File: src/rtl/clock_pkg.sv
// Shared definitions for the time_keeper slice: mode encodings, field limits
// and widths, plus the 12 h display decode.
package clock_pkg;

  localparam int unsigned SEC_W  = 6;
  localparam int unsigned MIN_W  = 6;
  localparam int unsigned HOUR_W = 5;

  localparam int unsigned SEC_MAX  = 59;
  localparam int unsigned MIN_MAX  = 59;
  localparam int unsigned HOUR_MAX = 23;

  typedef enum logic [1:0] {
    MODE_RUN      = 2'd0,
    MODE_SET_HOUR = 2'd1,
    MODE_SET_MIN  = 2'd2
  } mode_e;

  // 24 h count -> 1..12 display value
  function automatic logic [HOUR_W-1:0] to_12h(input logic [HOUR_W-1:0] h);
    if (h == HOUR_W'(0))       return HOUR_W'(12);
    else if (h > HOUR_W'(12))  return h - HOUR_W'(12);
    else                       return h;
  endfunction

endpackage

File: src/rtl/time_keeper_if.sv
// Bus between the tick/button source (master) and time_keeper (slave).
//   tick_in/btn_mode/btn_inc : master -> slave
//   hours/minutes/seconds/mode/sec_pulse/day_pulse (+pm) : slave -> master
// pm exists only when TIME_KEEPER_12H_EN is defined.
interface time_keeper_if;
  import clock_pkg::*;

  logic              tick_in;
  logic              btn_mode;
  logic              btn_inc;
  logic [HOUR_W-1:0] hours;
  logic [MIN_W-1:0]  minutes;
  logic [SEC_W-1:0]  seconds;
  logic [1:0]        mode;
  logic              sec_pulse;
  logic              day_pulse;
`ifdef TIME_KEEPER_12H_EN
  logic              pm;
`endif

  modport master (
    output tick_in, btn_mode, btn_inc,
    input  hours, minutes, seconds, mode, sec_pulse, day_pulse
`ifdef TIME_KEEPER_12H_EN
    , input pm
`endif
  );

  modport slave (
    input  tick_in, btn_mode, btn_inc,
    output hours, minutes, seconds, mode, sec_pulse, day_pulse
`ifdef TIME_KEEPER_12H_EN
    , output pm
`endif
  );
endinterface

File: src/rtl/time_keeper_mod_counter.sv
// Modulo-(MAX+1) counter with synchronous clear.
//   clk, rst  : clock, synchronous active-high reset (loads INIT)
//   inc_i     : advance by one, wrapping MAX -> 0
//   clear_i   : force to 0 (wins over inc_i)
//   value_o   : registered count
//   carry_c   : combinational wrap flag (inc_i while at MAX), feeds the next stage
module mod_counter #(
  parameter int unsigned MAX  = 59,
  parameter int unsigned W    = 6,
  parameter int unsigned INIT = 0
) (
  input  logic         clk,
  input  logic         rst,
  input  logic         inc_i,
  input  logic         clear_i,
  output logic [W-1:0] value_o,
  output logic         carry_c
);

  logic [W-1:0] value_q;
  logic [W-1:0] value_d;

  assign carry_c = inc_i && (value_q == W'(MAX));

  always_comb begin
    value_d = value_q;
    if (clear_i)      value_d = '0;
    else if (carry_c) value_d = '0;
    else if (inc_i)   value_d = value_q + W'(1);
  end

  always_ff @(posedge clk) begin
    if (rst) value_q <= W'(INIT);
    else     value_q <= value_d;
  end

  assign value_o = value_q;

endmodule

File: src/rtl/time_keeper.sv
// 24 h hh:mm:ss keeper driven by the rising edges of a clk-synchronous 1 Hz
// tick, with a RUN -> SET_HOUR -> SET_MIN button FSM for setting the time.
//   clk, rst : clock, synchronous active-high reset
//   bus      : time_keeper_if.slave (tick/buttons in, time/mode/pulses out)
// Optional macro TIME_KEEPER_12H_EN: hours shown as 1..12 and pm is driven.
module time_keeper
  import clock_pkg::*;
#(
  parameter int unsigned INIT_HOUR = 0,
  parameter int unsigned INIT_MIN  = 0,
  parameter int unsigned INIT_SEC  = 0
) (
  input  logic          clk,
  input  logic          rst,
  time_keeper_if.slave  bus
);

  mode_e             state_q, state_d;
  logic              tick_q;
  logic              sec_pulse_q, day_pulse_q;
  logic              rise_c, run_c, set_hour_c, set_min_c;
  logic              sec_inc_c, sec_clr_c, min_inc_c, hr_inc_c;
  logic              sec_carry_c, min_carry_c, hr_carry_c;
  logic [SEC_W-1:0]  sec_v;
  logic [MIN_W-1:0]  min_v;
  logic [HOUR_W-1:0] hr_v;

  // Tick is already in the clk domain; a single flop is enough for edge detect.
  assign rise_c     = bus.tick_in & ~tick_q;
  assign run_c      = (state_q == MODE_RUN);
  assign set_hour_c = (state_q == MODE_SET_HOUR);
  assign set_min_c  = (state_q == MODE_SET_MIN);

  // A mode press in the same cycle drops both the tick and any increment.
  assign sec_inc_c = run_c & rise_c & ~bus.btn_mode;
  assign sec_clr_c = set_min_c & bus.btn_mode;
  assign min_inc_c = (run_c & sec_carry_c) | (set_min_c & bus.btn_inc & ~bus.btn_mode);
  assign hr_inc_c  = (run_c & min_carry_c) | (set_hour_c & bus.btn_inc & ~bus.btn_mode);

  // Mode FSM next state
  always_comb begin
    state_d = state_q;
    if (bus.btn_mode) begin
      case (state_q)
        MODE_RUN:      state_d = MODE_SET_HOUR;
        MODE_SET_HOUR: state_d = MODE_SET_MIN;
        MODE_SET_MIN:  state_d = MODE_RUN;
        default:       state_d = MODE_RUN;
      endcase
    end
  end

  // State, edge-detect and pulse registers
  always_ff @(posedge clk) begin
    if (rst) begin
      state_q     <= MODE_RUN;
      tick_q      <= 1'b0;
      sec_pulse_q <= 1'b0;
      day_pulse_q <= 1'b0;
    end else begin
      state_q     <= state_d;
      tick_q      <= bus.tick_in;
      sec_pulse_q <= sec_inc_c;
      // In RUN the hour counter only wraps when seconds and minutes wrap too.
      day_pulse_q <= run_c & hr_carry_c;
    end
  end

  mod_counter #(.MAX(SEC_MAX), .W(SEC_W), .INIT(INIT_SEC)) u_sec (
    .clk(clk), .rst(rst), .inc_i(sec_inc_c), .clear_i(sec_clr_c),
    .value_o(sec_v), .carry_c(sec_carry_c)
  );

  mod_counter #(.MAX(MIN_MAX), .W(MIN_W), .INIT(INIT_MIN)) u_min (
    .clk(clk), .rst(rst), .inc_i(min_inc_c), .clear_i(1'b0),
    .value_o(min_v), .carry_c(min_carry_c)
  );

  mod_counter #(.MAX(HOUR_MAX), .W(HOUR_W), .INIT(INIT_HOUR)) u_hr (
    .clk(clk), .rst(rst), .inc_i(hr_inc_c), .clear_i(1'b0),
    .value_o(hr_v), .carry_c(hr_carry_c)
  );

  assign bus.minutes   = min_v;
  assign bus.seconds   = sec_v;
  assign bus.mode      = state_q;
  assign bus.sec_pulse = sec_pulse_q;
  assign bus.day_pulse = day_pulse_q;

`ifdef TIME_KEEPER_12H_EN
  // Pure decode of the registered 24 h count
  assign bus.hours = to_12h(hr_v);
  assign bus.pm    = (hr_v >= HOUR_W'(12));
`else
  assign bus.hours = hr_v;
`endif

endmodule

File: src/flat_wrapper.sv
// flat-port wrapper written by rule: the top's interface ports become plain ports
module time_keeper_flat import clock_pkg::*;
#(
  parameter int unsigned INIT_HOUR = 0,
  parameter int unsigned INIT_MIN  = 0,
  parameter int unsigned INIT_SEC  = 0
)
  (clk, rst, bus_tick_in, bus_btn_mode, bus_btn_inc, bus_hours, bus_minutes, bus_seconds, bus_mode, bus_sec_pulse, bus_day_pulse);
  time_keeper_if bus_i ();
  input  logic clk;
  input  logic rst;
  input wire logic [$bits(bus_i.tick_in)-1:0] bus_tick_in;
  input wire logic [$bits(bus_i.btn_mode)-1:0] bus_btn_mode;
  input wire logic [$bits(bus_i.btn_inc)-1:0] bus_btn_inc;
  output wire logic [$bits(bus_i.hours)-1:0] bus_hours;
  output wire logic [$bits(bus_i.minutes)-1:0] bus_minutes;
  output wire logic [$bits(bus_i.seconds)-1:0] bus_seconds;
  output wire logic [$bits(bus_i.mode)-1:0] bus_mode;
  output wire logic [$bits(bus_i.sec_pulse)-1:0] bus_sec_pulse;
  output wire logic [$bits(bus_i.day_pulse)-1:0] bus_day_pulse;
  assign bus_i.tick_in = bus_tick_in;
  assign bus_i.btn_mode = bus_btn_mode;
  assign bus_i.btn_inc = bus_btn_inc;
  assign bus_hours = bus_i.hours;
  assign bus_minutes = bus_i.minutes;
  assign bus_seconds = bus_i.seconds;
  assign bus_mode = bus_i.mode;
  assign bus_sec_pulse = bus_i.sec_pulse;
  assign bus_day_pulse = bus_i.day_pulse;
  time_keeper #(.INIT_HOUR(INIT_HOUR), .INIT_MIN(INIT_MIN), .INIT_SEC(INIT_SEC)) u_core (.clk(clk), .rst(rst), .bus(bus_i));
endmodule
File: config.mk
export PLATFORM = sky130hd
export DESIGN_NAME = time_keeper_flat
export DESIGN_NICKNAME = d
export VERILOG_FILES = /design/src/rtl/clock_pkg.sv /design/src/rtl/time_keeper_if.sv /design/src/rtl/time_keeper_mod_counter.sv /design/src/rtl/time_keeper.sv /design/src/flat_wrapper.sv
export SDC_FILE = /design/constraint.sdc
export NUM_CORES = 1
export LEC_CHECK = 0
export CAP_MARGIN = 20
export CORE_MARGIN = 2
export CORE_UTILIZATION = 40
export CTS_BUF_LIST = sky130_fd_sc_hd__clkbuf_4
export CTS_CLUSTER_DIAMETER = 200
export DETAILED_ROUTE_END_ITERATION = 8
export PLACE_DENSITY = 0.68
export SYNTH_ARGS = -nofsm -noshare
export SYNTH_HDL_FRONTEND = slang
export SYNTH_SLANG_ARGS = --single-unit
File: constraint.sdc
create_clock -name clk -period 3.25 [get_ports clk]
set_input_delay 0.975 -clock clk [delete_from_list [all_inputs] [get_ports clk]]
set_output_delay 0.975 -clock clk [all_outputs]
set_load 0.02 [all_outputs]
== Word level (Yosys, flattened, before mapping) ==
Index checks and enable logic that the tools add are counted.
Widths: inputs -> output; s select.

* RAM bits: 0
* Logic and storage cells: 38
* Latch bits: 0
* Memory bits (read-only): 0
* Output and inout bits: 21
* Register bits: 22
* Input port bits: 5
* Memories: 0

* Multiply operators: 0
* $add $sub $neg: 3
* Bitwise logic cells: 15
* Mux-type cells: 1
* Magnitude comparators: 0
* Div/mod/pow operators: 0
* Shift-type cells: 0
* Reduce and logical (&&, ||, !) cells: 7
* Equality and inequality tests: 5

{| class="wikitable"
|+ Operators with widths
! operator !! count
|-
| $add 6x1->6 const B || 2
|-
| $eq 6x6->1 const B || 2
|-
| $and 1x1->1 || 11
|-
| $add 5x1->5 const B || 1
|-
| $eq 5x5->1 const B || 1
|-
| $pmux 2 s2 || 1
|-
| $reduce_or 2->1 || 2
|-
| $logic_and 1x1->1 || 3
|-
| $reduce_or 3->1 || 1
|-
| $eq 2x1->1 const B || 1
|-
| $eq 2x2->1 const B || 1
|-
| $logic_not 2->1 || 1
|-
| $not 1->1 || 2
|-
| $or 1x1->1 || 2
|}

== Depth between registers and ports, before layout ==
* Depth after elaboration: 12
* Mapped depth: 7
* Mapped depth without buffers: 6

== Cells and area by module ==
Synthesis repeated with hierarchy kept, for this count alone.

* Cell total of the unflattened synthesis: 108
* Area total of the unflattened synthesis: 1009.7 µm²

{| class="wikitable"
|+ Modules (own cells, without submodules)
! module !! cells each !! instances !! area each (µm²)
|-
| mod_counter at u_core.u_min ... || 29 || 2 || 276.5
|-
| time_keeper || 26 || 1 || 232.7
|-
| mod_counter at u_core.u_hr || 24 || 1 || 224.0
|}

== Least setup slack after synthesis ==
Ideal clock, no wire load.

* Path type: input -> register
* Start point: input port bus_btn_mode
* End point: register u_core.u_hr.value_q[4] (netlist: u_core.u_hr.value_o[4])
* Arrival time: 2.208 ns
* Setup time: 0.070 ns
* Stages: 6
* Slack: 0.972 ns
* Cell sequence: nor2_1 -> and3_1 -> a32oi_1 -> buf_6 -> or4b_1 -> a21oi_1

* Word-level cells in the longest chain between the ends: 10
* Elaborated cells on any way between the ends: 12

{| class="wikitable"
|+ Ends and longest elaborated chain
! element !! line !! text
|-
| start, declared || flat_wrapper.sv:13 || <nowiki>input wire logic [$bits(bus_i.btn_mode)-1:0] bus_btn_mode;</nowiki>
|-
| $not 1->1 (*) || time_keeper.sv:35, time_keeper.sv:37, time_keeper.sv:38 ||
|-
| $and 1x1->1 || time_keeper.sv:35 || <nowiki>assign sec_inc_c = run_c & rise_c & ~bus.btn_mode;</nowiki>
|-
| $logic_and 1x1->1 || time_keeper_mod_counter.sv:23 || <nowiki>assign carry_c = inc_i && (value_q == W'(MAX));</nowiki>
|-
| $and 1x1->1 || time_keeper.sv:37 || <nowiki>assign min_inc_c = (run_c & sec_carry_c) | (set_min_c & bus.btn_inc & ~bus.btn_mode);</nowiki>
|-
| $or 1x1->1 || time_keeper.sv:37 ||
|-
| $logic_and 1x1->1 || time_keeper_mod_counter.sv:23 ||
|-
| $and 1x1->1 || time_keeper.sv:38 || <nowiki>assign hr_inc_c = (run_c & min_carry_c) | (set_hour_c & bus.btn_inc & ~bus.btn_mode);</nowiki>
|-
| $or 1x1->1 (*) || time_keeper.sv:38 ||
|-
| $logic_and 1x1->1 || time_keeper_mod_counter.sv:23 ||
|-
| $reduce_or 2->1 (no line) || n/a ||
|-
| end signal, assigned || time_keeper_mod_counter.sv:33 || <nowiki>if (rst) value_q <= W'(INIT);</nowiki>
|-
| end signal, assigned || time_keeper_mod_counter.sv:34 || <nowiki>else value_q <= value_d;</nowiki>
|-
| end, declared || time_keeper_mod_counter.sv:20 || <nowiki>logic [W-1:0] value_q;</nowiki>
|}

Every way passes the cells marked *; elsewhere a longest branch is shown, timed or not.
A chain may end at the register's enable or synchronous reset.

== Worst setup path in the final report ==
* Start point: input port bus_btn_mode
* End point: register u_core.u_hr.value_q[3] (netlist: u_core.u_hr.value_o[3])

Same word-level chain as after synthesis.

==> metrics <==
power density of the placed cells 348 nW/um^2; total routing usage reported by global routing 16.7%; syn avg cell area 9.33 sq um; final setup TNS 0 ps; horizontal extent of the die approximately 54 um; critical path class in2reg; final slew viol count 0; Detail Route Antenna Nets 0; Reg-to-Reg Start u_core.u_sec.value_o[0]$_SDFFE_PP0P_; number of unique standard cell types used by synthesis 33; most common cell after layout, fill and taps aside sky130_fd_sc_hd__clkdlybuf4s50_1; pre-CTS worst setup slack approximately 240 ps; area added between synthesis and finish 31.0%; Leak Pwr slightly below 0.0005 uW; # rows 18; Via-to-Cell Ratio roughly 5.2; run status completed; share of post-route cells with drive strength above 1 under 10%; area fraction of the dominant cell type after synthesis approximately 44%; drt first-iter violations 15; dominant cell type by area after synthesis sky130_fd_sc_hd__dfxtp_1; hold path startpoint u_core.u_hr.value_o[1]$_SDFFE_PP0P_; clock tree from TritonCTS yes; standard cell core area 2410 sq um; Critical Path Start bus_btn_mode; Port Buf Inserts 25; Max Fanout on Critical Path 11; total via count after detailed routing roughly 860; detailed placement HPWL ~1500 um; buffers from clock root to sink, at most 2; clock transition at the register clock pins on the worst setup and hold paths after CTS around 130 ps; library cell contributing the largest single delay on the critical path sky130_fd_sc_hd__or4b_1; fin util a little over half; GRT Residual Overflow 0; data required time at the worst endpoint 3500 ps; global placement routability congestion between 0.7 and 0.8; Resize count post-CTS 0; post-synthesis register bit count 22; via count of the first global-routing pass between 800 and 900; TritonCTS buffer count 3; total of fill cells in the finished design around 220; Final min period about 2700 ps; Clock power frac between 20% and 30%; number of buffer and inverter stages on the critical path 1; Max transition margin between 50% and 60%; worst hold path class reg2reg; post-synthesis instance total about 110; # diodes 0; critical path data arrival time roughly 3000 ps; number of nets in the layout ~140; synthesized netlist net count approximately 120; final setup skew about 11 ps; crit start category primary input; Die Footprint approximately 2900 sq um; ranking of synthesized cells by area sky130_fd_sc_hd__dfxtp_1 (44%), sky130_fd_sc_hd__nor2_1 (6.8%), sky130_fd_sc_hd__xor2_1 (4.4%); hold bufs inserted after CTS 0; I/O Pins 26; initial antenna violation count 0; peak ir drop on the vdd network around 0.20 mV; vertical die dimension approximately 54 um; combinational cell fraction of total power around 10%; Switching Share approximately a quarter; NetSw between 100 and 150 uW; proportion of power drawn by flip-flops and latches 61.9%; final setup slack of the worst path between 500 and 600 ps; Seq/Total Area, Yosys 44.1%; number of detailed-routing iterations run before antenna repair 4; Finished Layout Cells 165; commonest non-fill, non-tap cells in the layout sky130_fd_sc_hd__clkdlybuf4s50_1 (25), sky130_fd_sc_hd__dfxtp_1 (22), sky130_fd_sc_hd__nor2_1 (18), sky130_fd_sc_hd__nand2_1 (7), sky130_fd_sc_hd__a21oi_1 (6); Critical Path Sink Type register; max-cap viol count 0; critical path, cell by cell clkdlybuf4s50_1 -> nor2_1 -> and3_1 -> a32oi_1 -> or4b_1 -> a21oi_1; average wire length per cell after detail routing between 10 and 15 um; Int Power 342 uW; crit-path max cell delay ~580 ps; pin count of the biggest net entering global routing 13; clk_lat worst skew slightly above 300 ps; total placed cells including tap cells 161; Setup-failing EPs final 0; final hold violations 0; CTS HTree Levels 1; number of clock sinks seen by CTS 22; routed wire length roughly 2100 um; Remaining DRCs 0; total setup buffers inserted after CTS 0; final worst path period share 83.2%; cell family with most CP delay simple AND/OR/NAND/NOR gates; wire length of the first global-routing pass 3550 um; RSZ-0062 raised after global routing no; effective utilization at floorplan around two fifths; Post-Syn Area ~1000 sq um; root buffer selected by CTS sky130_fd_sc_hd__clkbuf_4; yosys warns 0; achievable frequency about 370 MHz; Least-Margin Pin Slew between 600 and 700 ps; total power consumption of the routed design 455 uW
[kinds of logic (layout without fill, tap and decap cells)]
logic type               Yosys count  count (layout)  synth area share [%]
AND/OR/NAND/NOR                   48              48                  27.8
flip-flops                        22              22                  44.1
AO/OA/AOI/OAI                     15              15                  9.15
XOR/XNOR                           9               9                  7.89
buffers and inverters              6              34                  3.13
multiplexers                       4               4                  4.14
adder cells (fa/ha/maj)            3               3                  3.76
[cell usage after synthesis]
| library cell | count |
|---|---|
| sky130_fd_sc_hd__and4bb_4 | 1 |
| sky130_fd_sc_hd__nor4b_1 | 1 |
| sky130_fd_sc_hd__a32oi_1 | 1 |
| sky130_fd_sc_hd__a311o_2 | 1 |
| sky130_fd_sc_hd__clkbuf_1 | 1 |
| sky130_fd_sc_hd__nand3_1 | 2 |
| sky130_fd_sc_hd__a21o_1 | 1 |
| sky130_fd_sc_hd__nand4_1 | 2 |
| sky130_fd_sc_hd__nor2_1 | 18 |
| sky130_fd_sc_hd__o31ai_1 | 1 |
| sky130_fd_sc_hd__or3b_1 | 1 |
| sky130_fd_sc_hd__buf_2 | 1 |
| sky130_fd_sc_hd__a21oi_1 | 6 |
| sky130_fd_sc_hd__mux2i_1 | 3 |
| sky130_fd_sc_hd__and4bb_2 | 1 |
| sky130_fd_sc_hd__and3_1 | 4 |
| sky130_fd_sc_hd__o21ai_0 | 4 |
| sky130_fd_sc_hd__a31oi_1 | 1 |
| sky130_fd_sc_hd__nor3_1 | 1 |
| sky130_fd_sc_hd__xor2_1 | 5 |
| sky130_fd_sc_hd__inv_1 | 3 |
| sky130_fd_sc_hd__ha_1 | 3 |
| sky130_fd_sc_hd__xnor2_1 | 4 |
| sky130_fd_sc_hd__nand4b_1 | 2 |
| sky130_fd_sc_hd__mux2_2 | 1 |
| sky130_fd_sc_hd__dfxtp_1 | 22 |
| sky130_fd_sc_hd__buf_6 | 1 |
| sky130_fd_sc_hd__or4b_1 | 2 |
| sky130_fd_sc_hd__nand3b_1 | 1 |
| sky130_fd_sc_hd__nand2_1 | 7 |
| sky130_fd_sc_hd__and4b_1 | 2 |
| sky130_fd_sc_hd__or3_2 | 1 |
| sky130_fd_sc_hd__nor2b_1 | 2 |
[power groups by stage]
stage          sequential, uW  combinational [uW]  clock (uW)
2_1_floorplan             291                21.1           0
3_3_place_gp              287                44.7           0
3_5_place_dp              288                45.9           0
4_1_cts                   282                46.3         131
5_1_grt                   283                50.3         142
6_report                  282                45.9         127
[layout make-up]
cell class                 count  area [sq um]  area share [%]
clock inverter                 1          3.75           0.287
inverter                       3          11.3           0.861
multi-input combinational     79           527            40.3
timing repair buffer          27           265            20.3
clock buffer                   3          22.5            1.72
tap                           30          37.5            2.87
sequential                    22           440            33.7
[path summary, 6_finish.rpt]
kind / to / slack, ps / depth (start not counted)
worst min register to register: u_core.u_hr.value_o[1]$_SDFFE_PP0P_ / 500 / 2
worst min-delay path: u_core.u_hr.value_o[1]$_SDFFE_PP0P_ / 500 / 2
worst max register to register: u_core.u_hr.value_o[3]$_SDFFE_PP0P_ / 1270 / 6
worst max-delay path: u_core.u_hr.value_o[3]$_SDFFE_PP0P_ / 550 / 6
[routing by layer]
layer,GRT usage [%],up-vias,share of wire [%]
li1,-,437,-
met1,23.0,398,50
met2,26.0,17,46
met3,2.50,4,3.6
met4,6.41,0,0.80
met5,0,-,0
[metrics by stage]
stage / cell area, sq um / hold WS, ps
floorplan: 998 / 554
global placement: 1280 / 479
detailed placement: 1280 / 487
CTS: 1310 / 503
global route: 1310 / 520
finish: 1310 / 504
[state kept, by name, summed over array words and instances (netlist names)]
| signal | count |
|---|---|
| u_core.bus.day_pulse | 1 |
| u_core.bus.mode | 2 |
| u_core.bus.sec_pulse | 1 |
| u_core.tick_q | 1 |
| u_core.u_hr.value_o | 5 |
| u_core.u_min.value_o | 6 |
| u_core.u_sec.value_o | 6 |
[worst reg2reg max path, delay by kind of cell, from the launching register on]
| family | cells | cell delay, ps |
|---|---|---|
| adder cells (fa/ha/maj) | 1 | 180 |
| AO/OA/AOI/OAI | 2 | 320 |
| flip-flops | 1 | 400 |
| AND/OR/NAND/NOR | 3 | 1020 |
(Power assumes the default switching activity.)
